## src/rtl/matrix_bram_pkg.sv

```systemverilog
// Shared types and constants for the matrix stream BRAM block.
package matrix_bram_pkg;

   typedef enum logic [1:0] {
      IDLE,
      STREAM,
      DRAIN
   } state_t;

   localparam int unsigned BUF_DEPTH = 2;

endpackage

```

## src/rtl/matrix_stream_bram_if.sv

```systemverilog
// Avalon-MM slave bus plus the outgoing word stream of matrix_stream_bram.
interface matrix_stream_bram_if #(
   parameter int unsigned DATA_WIDTH = 32,
   parameter int unsigned ADDR_WIDTH = 6
);

   logic [ADDR_WIDTH-1:0]   address;
   logic                    chipselect;
   logic                    write;
   logic                    read;
   logic [DATA_WIDTH/8-1:0] byteenable;
   logic [DATA_WIDTH-1:0]   writedata;
   logic [DATA_WIDTH-1:0]   readdata;
   logic                    readdatavalid;
   logic [DATA_WIDTH-1:0]   stream_data;
   logic                    stream_valid;
   logic                    stream_ready;

   modport slave (
      input  address, chipselect, write, read, byteenable, writedata, stream_ready,
      output readdata, readdatavalid, stream_data, stream_valid
   );

   modport master (
      output address, chipselect, write, read, byteenable, writedata, stream_ready,
      input  readdata, readdatavalid, stream_data, stream_valid
   );

endinterface

```

## src/rtl/matrix_bram_core.sv

```systemverilog
// Dual-port inferred RAM: byte-enabled read/write port A, read-only port B,
// both with one-cycle registered reads (read-before-write on port A).
module matrix_bram_core #(
   parameter int unsigned DATA_WIDTH = 32,
   parameter int unsigned DEPTH      = 64,
   parameter int unsigned ADDR_WIDTH = $clog2(DEPTH),
   parameter string       INIT_FILE  = ""
) (
   input  logic                    clk,
   input  logic                    reset,
   input  logic                    a_en,
   input  logic                    a_we,
   input  logic [DATA_WIDTH/8-1:0] a_be,
   input  logic [ADDR_WIDTH-1:0]   a_addr,
   input  logic [DATA_WIDTH-1:0]   a_wdata,
   output logic [DATA_WIDTH-1:0]   a_rdata,
   input  logic                    b_en,
   input  logic [ADDR_WIDTH-1:0]   b_addr,
   output logic [DATA_WIDTH-1:0]   b_rdata
);

   logic [DATA_WIDTH-1:0] mem [DEPTH];

   always_ff @(posedge clk) begin
      if (a_we) begin
         for (int unsigned i = 0; i < DATA_WIDTH / 8; i++) begin
            if (a_be[i]) mem[a_addr][i*8 +: 8] <= a_wdata[i*8 +: 8];
         end
      end
   end

   always_ff @(posedge clk) begin
      if (reset) a_rdata <= '0;
      else if (a_en) a_rdata <= mem[a_addr];
   end

   always_ff @(posedge clk) begin
      if (b_en) b_rdata <= mem[b_addr];
   end

endmodule

```

## src/rtl/matrix_stream_bram.sv

```systemverilog
// Avalon-MM slave BRAM that also streams bursts of words to a systolic array
// through a 2-entry skid buffer on its second read port.
module matrix_stream_bram
   import matrix_bram_pkg::*;
#(
   parameter int unsigned DATA_WIDTH = 32,
   parameter int unsigned DEPTH      = 64,
   parameter int unsigned ADDR_WIDTH = $clog2(DEPTH),
   parameter int unsigned LEN_WIDTH  = ADDR_WIDTH + 1,
   parameter string       INIT_FILE  = ""
) (
   input  logic                  clk,
   input  logic                  reset,
   matrix_stream_bram_if.slave   bus,
   input  logic                  start,
   input  logic [ADDR_WIDTH-1:0] base_addr,
   input  logic [LEN_WIDTH-1:0]  length,
   output logic                  busy,
   output logic                  done
);

   localparam int unsigned PTR_W = $clog2(BUF_DEPTH);

   state_t                state, state_d;
   logic [ADDR_WIDTH-1:0] fetch_addr;
   logic [LEN_WIDTH-1:0]  to_issue, to_xfer;
   logic                  inflight;
   logic [1:0]            count, occ;
   logic [PTR_W-1:0]      wr_ptr, rd_ptr;
   logic [DATA_WIDTH-1:0] fifo [BUF_DEPTH];
   logic [DATA_WIDTH-1:0] a_rdata, b_rdata;
   logic                  rdv_q;
   logic                  pop, pop_fifo, push, issue, load, done_d, busy_d;

   matrix_bram_core #(
      .DATA_WIDTH (DATA_WIDTH),
      .DEPTH      (DEPTH),
      .ADDR_WIDTH (ADDR_WIDTH),
      .INIT_FILE  (INIT_FILE)
   ) u_core (
      .clk     (clk),
      .reset   (reset),
      .a_en    (bus.chipselect && bus.read && !bus.write),
      .a_we    (bus.chipselect && bus.write),
      .a_be    (bus.byteenable),
      .a_addr  (bus.address),
      .a_wdata (bus.writedata),
      .a_rdata (a_rdata),
      .b_en    (issue),
      .b_addr  (fetch_addr),
      .b_rdata (b_rdata)
   );

   assign bus.readdata      = a_rdata;
   assign bus.readdatavalid = rdv_q;

   // A word arriving into an empty buffer is presented straight from the RAM
   // register, which is what gives the two-cycle start-to-valid latency.
   assign bus.stream_valid = inflight || (count != '0);
   assign bus.stream_data  = (count != '0) ? fifo[rd_ptr] : (inflight ? b_rdata : '0);

   assign pop      = bus.stream_valid && bus.stream_ready;
   assign pop_fifo = pop && (count != '0);
   assign push     = inflight && !((count == '0) && bus.stream_ready);
   assign occ      = 2'(inflight) + count;
   // The slot freed by this cycle's transfer is credited so a ready sink sees one word per cycle.
   assign issue    = (state == STREAM) && ((occ - 2'(pop)) < 2'(BUF_DEPTH));

   always_comb begin
      state_d = state;
      load    = 1'b0;
      done_d  = 1'b0;
      case (state)
         IDLE: begin
            if (start) begin
               if (length == '0) begin
                  done_d = 1'b1;
               end else begin
                  state_d = STREAM;
                  load    = 1'b1;
               end
            end
         end
         STREAM: begin
            if (issue && (to_issue == LEN_WIDTH'(1))) state_d = DRAIN;
         end
         DRAIN: begin
            if (pop && (to_xfer == LEN_WIDTH'(1))) begin
               state_d = IDLE;
               done_d  = 1'b1;
            end
         end
         default: state_d = IDLE;
      endcase
      busy_d = (state_d != IDLE) || ((state == DRAIN) && done_d);
   end

   always_ff @(posedge clk) begin
      if (reset) begin
         state      <= IDLE;
         done       <= 1'b0;
         busy       <= 1'b0;
         rdv_q      <= 1'b0;
         inflight   <= 1'b0;
         count      <= '0;
         wr_ptr     <= '0;
         rd_ptr     <= '0;
         fetch_addr <= '0;
         to_issue   <= '0;
         to_xfer    <= '0;
      end else begin
         state    <= state_d;
         done     <= done_d;
         busy     <= busy_d;
         rdv_q    <= bus.chipselect && bus.read && !bus.write;
         inflight <= issue;
         if (load) begin
            fetch_addr <= base_addr;
            to_issue   <= length;
            to_xfer    <= length;
         end else begin
            if (issue) begin
               fetch_addr <= fetch_addr + ADDR_WIDTH'(1);
               to_issue   <= to_issue - LEN_WIDTH'(1);
            end
            if (pop) to_xfer <= to_xfer - LEN_WIDTH'(1);
         end
         if (push) begin
            fifo[wr_ptr] <= b_rdata;
            wr_ptr       <= wr_ptr + PTR_W'(1);
         end
         if (pop_fifo) rd_ptr <= rd_ptr + PTR_W'(1);
         count <= count + 2'(push) - 2'(pop_fifo);
      end
   end

endmodule

```

## src/flat_wrapper.sv

```systemverilog
// flat-port wrapper written by rule: the top's interface ports become plain ports
module matrix_stream_bram_flat import matrix_bram_pkg::*;
#(
   parameter int unsigned DATA_WIDTH = 32,
   parameter int unsigned DEPTH      = 64,
   parameter int unsigned ADDR_WIDTH = $clog2(DEPTH),
   parameter int unsigned LEN_WIDTH  = ADDR_WIDTH + 1,
   parameter string       INIT_FILE  = ""
)
  (clk, reset, start, base_addr, length, busy, done, bus_address, bus_chipselect, bus_write, bus_read, bus_byteenable, bus_writedata, bus_stream_ready, bus_readdata, bus_readdatavalid, bus_stream_data, bus_stream_valid);
  matrix_stream_bram_if #(.DATA_WIDTH(DATA_WIDTH), .ADDR_WIDTH(ADDR_WIDTH)) bus_i ();
  input  logic clk;
  input  logic reset;
  input  logic start;
  input  logic [ADDR_WIDTH-1:0] base_addr;
  input  logic [LEN_WIDTH-1:0] length;
  output logic busy;
  output logic done;
  input wire logic [$bits(bus_i.address)-1:0] bus_address;
  input wire logic [$bits(bus_i.chipselect)-1:0] bus_chipselect;
  input wire logic [$bits(bus_i.write)-1:0] bus_write;
  input wire logic [$bits(bus_i.read)-1:0] bus_read;
  input wire logic [$bits(bus_i.byteenable)-1:0] bus_byteenable;
  input wire logic [$bits(bus_i.writedata)-1:0] bus_writedata;
  input wire logic [$bits(bus_i.stream_ready)-1:0] bus_stream_ready;
  output wire logic [$bits(bus_i.readdata)-1:0] bus_readdata;
  output wire logic [$bits(bus_i.readdatavalid)-1:0] bus_readdatavalid;
  output wire logic [$bits(bus_i.stream_data)-1:0] bus_stream_data;
  output wire logic [$bits(bus_i.stream_valid)-1:0] bus_stream_valid;
  assign bus_i.address = bus_address;
  assign bus_i.chipselect = bus_chipselect;
  assign bus_i.write = bus_write;
  assign bus_i.read = bus_read;
  assign bus_i.byteenable = bus_byteenable;
  assign bus_i.writedata = bus_writedata;
  assign bus_i.stream_ready = bus_stream_ready;
  assign bus_readdata = bus_i.readdata;
  assign bus_readdatavalid = bus_i.readdatavalid;
  assign bus_stream_data = bus_i.stream_data;
  assign bus_stream_valid = bus_i.stream_valid;
  matrix_stream_bram #(.DATA_WIDTH(DATA_WIDTH), .DEPTH(DEPTH), .ADDR_WIDTH(ADDR_WIDTH), .LEN_WIDTH(LEN_WIDTH), .INIT_FILE(INIT_FILE)) u_core (.clk(clk), .reset(reset), .bus(bus_i), .start(start), .base_addr(base_addr), .length(length), .busy(busy), .done(done));
endmodule
```

## config.mk

```make
export PLATFORM = sky130hd
export DESIGN_NAME = matrix_stream_bram_flat
export DESIGN_NICKNAME = d
export VERILOG_FILES = /design/src/rtl/matrix_bram_pkg.sv /design/src/rtl/matrix_stream_bram_if.sv /design/src/rtl/matrix_bram_core.sv /design/src/rtl/matrix_stream_bram.sv /design/src/flat_wrapper.sv
export SDC_FILE = /design/constraint.sdc
export NUM_CORES = 2
export LEC_CHECK = 0
export CORE_ASPECT_RATIO = 2
export CORE_MARGIN = 3
export CORE_UTILIZATION = 55
export DETAILED_ROUTE_END_ITERATION = 6
export DONT_BUFFER_PORTS = 1
export PLACE_DENSITY = 0.7
export SLEW_MARGIN = 15
export SYNTH_ARGS = -nofsm -noshare
export SYNTH_HDL_FRONTEND = slang
export SYNTH_SLANG_ARGS = --single-unit
```

## constraint.sdc

```tcl
create_clock -name clk -period 5 [get_ports clk]
set_clock_uncertainty 0.1 [all_clocks]
set_input_delay 1 -clock clk [delete_from_list [all_inputs] [get_ports clk]]
set_output_delay 1 -clock clk [all_outputs]
set_load 0.05 [all_outputs]
```

Word-level counts from Yosys, hierarchy flattened
Memories as Yosys holds them, arrays and structs flattened. A register that Yosys moved wholly into a read port is not among the register bits. Cells that the tools add are included.

Memories kept: 2. Word-level logic and storage cells: 86. Output and inout port bits: 68. Bits of input ports: 62. Bits in writable memories: 2112. Flip-flop bits (word level): 30.

Memories: u_core.u_core.mem (words 64, width 32, rd ports 2, clocked after memory_dff 2, write ports 1, line matrix_bram_core.sv:22) `logic [DATA_WIDTH-1:0] mem [DEPTH];`; u_core.fifo (words 2, width 32, rd ports 1, clocked after memory_dff 1, write ports 1, line matrix_stream_bram.sv:30) `logic [DATA_WIDTH-1:0] fifo [BUF_DEPTH];`.

Mux-type cells: 37. Equal/unequal tests: 4. $add $sub $neg: 9. $lt $le $gt $ge: 1. Reduce and logical (&&, ||, !) cells: 22.

Operator list (number): 32-bit two-way mux (2); 7-bit two-way mux (4); 1-bit two-way mux (23); 7-bit by 1-bit equality test with 1-bit output, second input constant (2); 7-bit by 1-bit subtractor with 7-bit output, second input constant (2); 6-bit two-way mux (2); 1-bit logical AND (11); 2-bit two-way mux (4); 2-bit nonzero test (4); 7-bit logical NOT (1); 6-bit by 1-bit adder with 6-bit output, second input constant (1); 2-bit case mux with 3 select lines (1); 2-bit logical NOT (2); 2-bit by 1-bit subtractor with 2-bit output (2); 1-bit adder, second input constant (2); 1-bit by 2-bit adder with 2-bit output (1); 2-bit by 1-bit adder with 2-bit output (1); 2-bit by 1-bit equality test with 1-bit output, second input constant (1); 2-bit equality test, second input constant (1); 1-bit logical NOT (2); 1-bit logical OR (2); 2-bit < comparator, second input constant (1); 1-bit case mux with 2 select lines (1).

Longest topological paths before layout
Depth in word-level cells: 11. Mapped depth: 12. Mapped depth without buffers: 8.

Cells and area by module
From an unflattened synthesis, not the netlist that was laid out.

Cell total of the unflattened synthesis: 5901. Area total of the unflattened synthesis: 101267.1 um2.

By module, submodules not included: matrix_bram_core (cells each 5535, seq. area each 63100.5 um2, instances 1, area each 96973.0 um2); matrix_stream_bram (cells each 366, seq. area each 2542.4 um2, instances 1, area each 4294.1 um2).

Worst setup path before layout
Ideal clock, no wire load.

Path kind: input port to flip-flop. Start: input port reset. End: memory u_core.fifo[0][0] (enable). Cell stages on the path: 3. Library setup time: 0.461 ns. Arrival time: 3.643 ns. Data required time: 4.439 ns. Path buffers: 2. Setup slack: 0.796 ns. Cells stage by stage: clkbuf_1 -> clkbuf_1 -> nor3_1.

Longest elaborated chain between the ends: 2.

Ends and longest elaborated chain: start: declaration (line flat_wrapper.sv:13) `input logic reset;`; 1-bit two-way mux (line matrix_stream_bram.sv:99) `if (reset) begin`; 1-bit two-way mux (not written as such) (line matrix_stream_bram.sv:129) `fifo[wr_ptr] <= b_rdata;`; end: declaration (line matrix_stream_bram.sv:30).

No other way between the ends.

==> metrics.yaml <==
syn_area_um2: 102000
yosysWarnings: 0
syn_inst: 6060
nets: 6244
path_class: "register to register"
fill_cells: 13100
drt_iter0_markers: 11500
swShare: 0.273
arrival_ns: 4.79
drtAntennaViolNets: 0
powerDensity_nw_per_um2: 385
initial_core_util: 0.555
clk_pin_slew_ns: 0.07
firstDrtPassIters: 7
vdd.ir_drop.worst_mv: 0.307
fp.dieW_um: 310
die_h_um: 615
pwr-share-clk: 0.356
syn-num-nets: 6129
post_cts_buffers: 0
cts.htree.levels: 4
coreArea_um2: 184000
cts_tree: "yes"
clk_path_buf_depth: 4
drv_slew: 0
die_area_um2: 191000
drive_gt1_frac: 0.257
relSlewSlack: 0.0738
ys_seq_area_frac: 0.644
routed-via-count: 68500
pwr-share-seq: 0.482
cp.required_ns: 5.38
finalSetupTns_ns: 0
area_delta_synth_final_pct: 10.7
switchingPower_mw: 11.8
post_dp_cell_area_um2: 106000
combPwrFrac: 0.162
hpwlAfterDp_um: 266000
yosysTopAreaCellShare: 0.632
place_congestion: 1.06
worstPathMaxFanout: 21
ys_seq_elements: 2207
async_reset_ff_frac: 0
antenna_found_initial: 30
synth_area_leaders: "edfxtp_1 63%, mux4_2 15%, mux2i_1 4.2%, a221oi_1 1.9%, mux2_2 1.6%"
drv_cap: 0
ys.flop_type: "edfxtp_1"
yosysTopAreaCell: "edfxtp_1"
finalHoldViolCount: 0
cts_sinks: 2207
grt_pass1_wl_um: 544000
outcome: "finished with violations"
overflow: 0
end_kind: "register"
p_leak_nw: 35.8
via_per_inst: 7.77
ctsResizeCount: 0
io_pins: 130
finalCriticalPeriod_ns: 4.41
avgSynthCellArea_um2: 16.8
worst_pin_slew_ns: 1.39
finalSetupViolCount: 0
drc: 14
min_period_over_period: 0.881
root_buffer: "clkbuf_16"
cts_made_buffers: 196
drt_wl_total_um: 401000
holdBufCountCts: 0
synth_cell_types: 71
post_drt_wl_per_cell_um: 45.5
hold_path_class: "input port to register"
internal_power_mw: 31.6
synth.cells.most_frequent: "2144 x edfxtp_1, 681 x mux4_2, 424 x mux2i_1"
port_buffers: 0
violations: "design-rule violations"
synth_edf_count: 2144
grt_max_degree: 549
startpoint_type: "register"
rsz0062_at_grt: "false"
fp-row-count: 222
grt_pass1_vias: 67600
clock.fmax_ghz: 0.227
clk-insertion-delay-late_ns: 0.89
yosysMostFrequentCell: "edfxtp_1"
grt_use_total: 0.420
final_area_um2: 113000
-- layer usage --
metal | wire (um) | GRT usage | share of wire
met5 | 70 | 0 | 0.00017
met4 | 53900 | 0.428 | 0.13
met3 | 49300 | 0.133 | 0.12
met2 | 186000 | 0.652 | 0.46
met1 | 113000 | 0.436 | 0.28
-- worst max-delay path: stages (launching register included) --
cell and delay [ns]:
dfxtp_4 0.74, buf_12 0.33, buf_12 0.24, buf_4 0.25, mux4_2 0.58, mux4_2 0.52
a22oi_1 0.71, nand2_1 0.48
-- worst paths after layout --
check,startpoint,end,slack [ns],depth (start not counted)
max reg2reg,u_core.fetch_addr[0],u_core.u_core.b_rdata[22],0.59,7
min,reset,register,0.07,1
max,u_core.fetch_addr[0],u_core.u_core.b_rdata[22],0.59,7
min reg2reg,u_core.u_core.b_rdata[15],u_core.fifo[1][15],0.38,0
-- metrics by stage --
step | std cells | power [mW] | hold WS, ns | setup slack (ns) | util
6_report | 8815 | 43.4 | 0.0705 | 0.595 | 0.615
5_1_grt | 8798 | 44.1 | 0.0742 | 0.662 | 0.614
4_1_cts | 8785 | 43.0 | 0.0562 | 0.833 | 0.614
3_5_place_dp | 8435 | 28.0 | 0.368 | 0.889 | 0.579
3_3_place_gp | 8435 | 28.0 | 0.354 | 0.860 | 0.579
2_1_floorplan | 6060 | 25.7 | 0.346 | 0.796 | -
-- layout by cell type (no fill, tap or decap), drive strengths merged, types with 67 or more instances in the layout --
cell,netlist,final
edfxtp,2144,2144
o22ai,140,140
buf,311,441
nand3,72,72
nor2,410,410
clkbuf,214,242
a221oi,220,220
mux4,681,681
mux2,146,146
a22oi,175,175
a21oi,138,138
o21ai,184,184
nand2,229,229
clkinv,2,67
mux2i,424,424
-- power by group through the flow --
stage	Clock (mW)	Combinational [mW]	Sequential (mW)
2_1_floorplan	0	4.66	21.0
3_3_place_gp	0	6.68	21.3
3_5_place_dp	0	6.73	21.3
4_1_cts	15.4	6.75	20.9
5_1_grt	16.0	7.12	20.9
6_report	15.4	7.04	20.9
-- registers in the layout, indices dropped and copies added, names as in the netlist, 2 cells and up, named ones only --
name,flops
u_core.to_xfer,7
u_core.u_core.a_rdata,32
u_core.count,2
u_core.u_core.mem,2048
u_core.to_issue,7
u_core.state,2
u_core.fetch_addr,6
u_core.fifo,64
u_core.u_core.b_rdata,32
-- cells by family (layout without fill, tap and decap cells) --
| logic type | Yosys count | in the layout | share of synthesized area |
|---|---|---|---|
| multiplexers | 1251 | 1251 | 0.208 |
| buffers and inverters | 543 | 810 | 0.0260 |
| AO/OA/AOI/OAI | 1191 | 1191 | 0.0841 |
| flip-flops | 2207 | 2207 | 0.644 |
| XOR/XNOR | 14 | 14 | 0.00120 |
| adder cells (fa/ha/maj) | 7 | 7 | 0.000859 |
| AND/OR/NAND/NOR | 847 | 847 | 0.0358 |
| other | 0 | 24 | 0 |
-- final cells by class --
type	count	area (um2)	area share
clock buffers	241	5170	0.0458
flip-flops and latches	2207	65700	0.582
clock inverters	109	1130	0.00999
multi-input cells	3310	33900	0.300
diodes	24	60.1	0.000532
repair buffers	442	3740	0.0332
well taps	2464	3080	0.0273
inverters	18	82.6	0.000732
(Power assumes the default switching activity.)
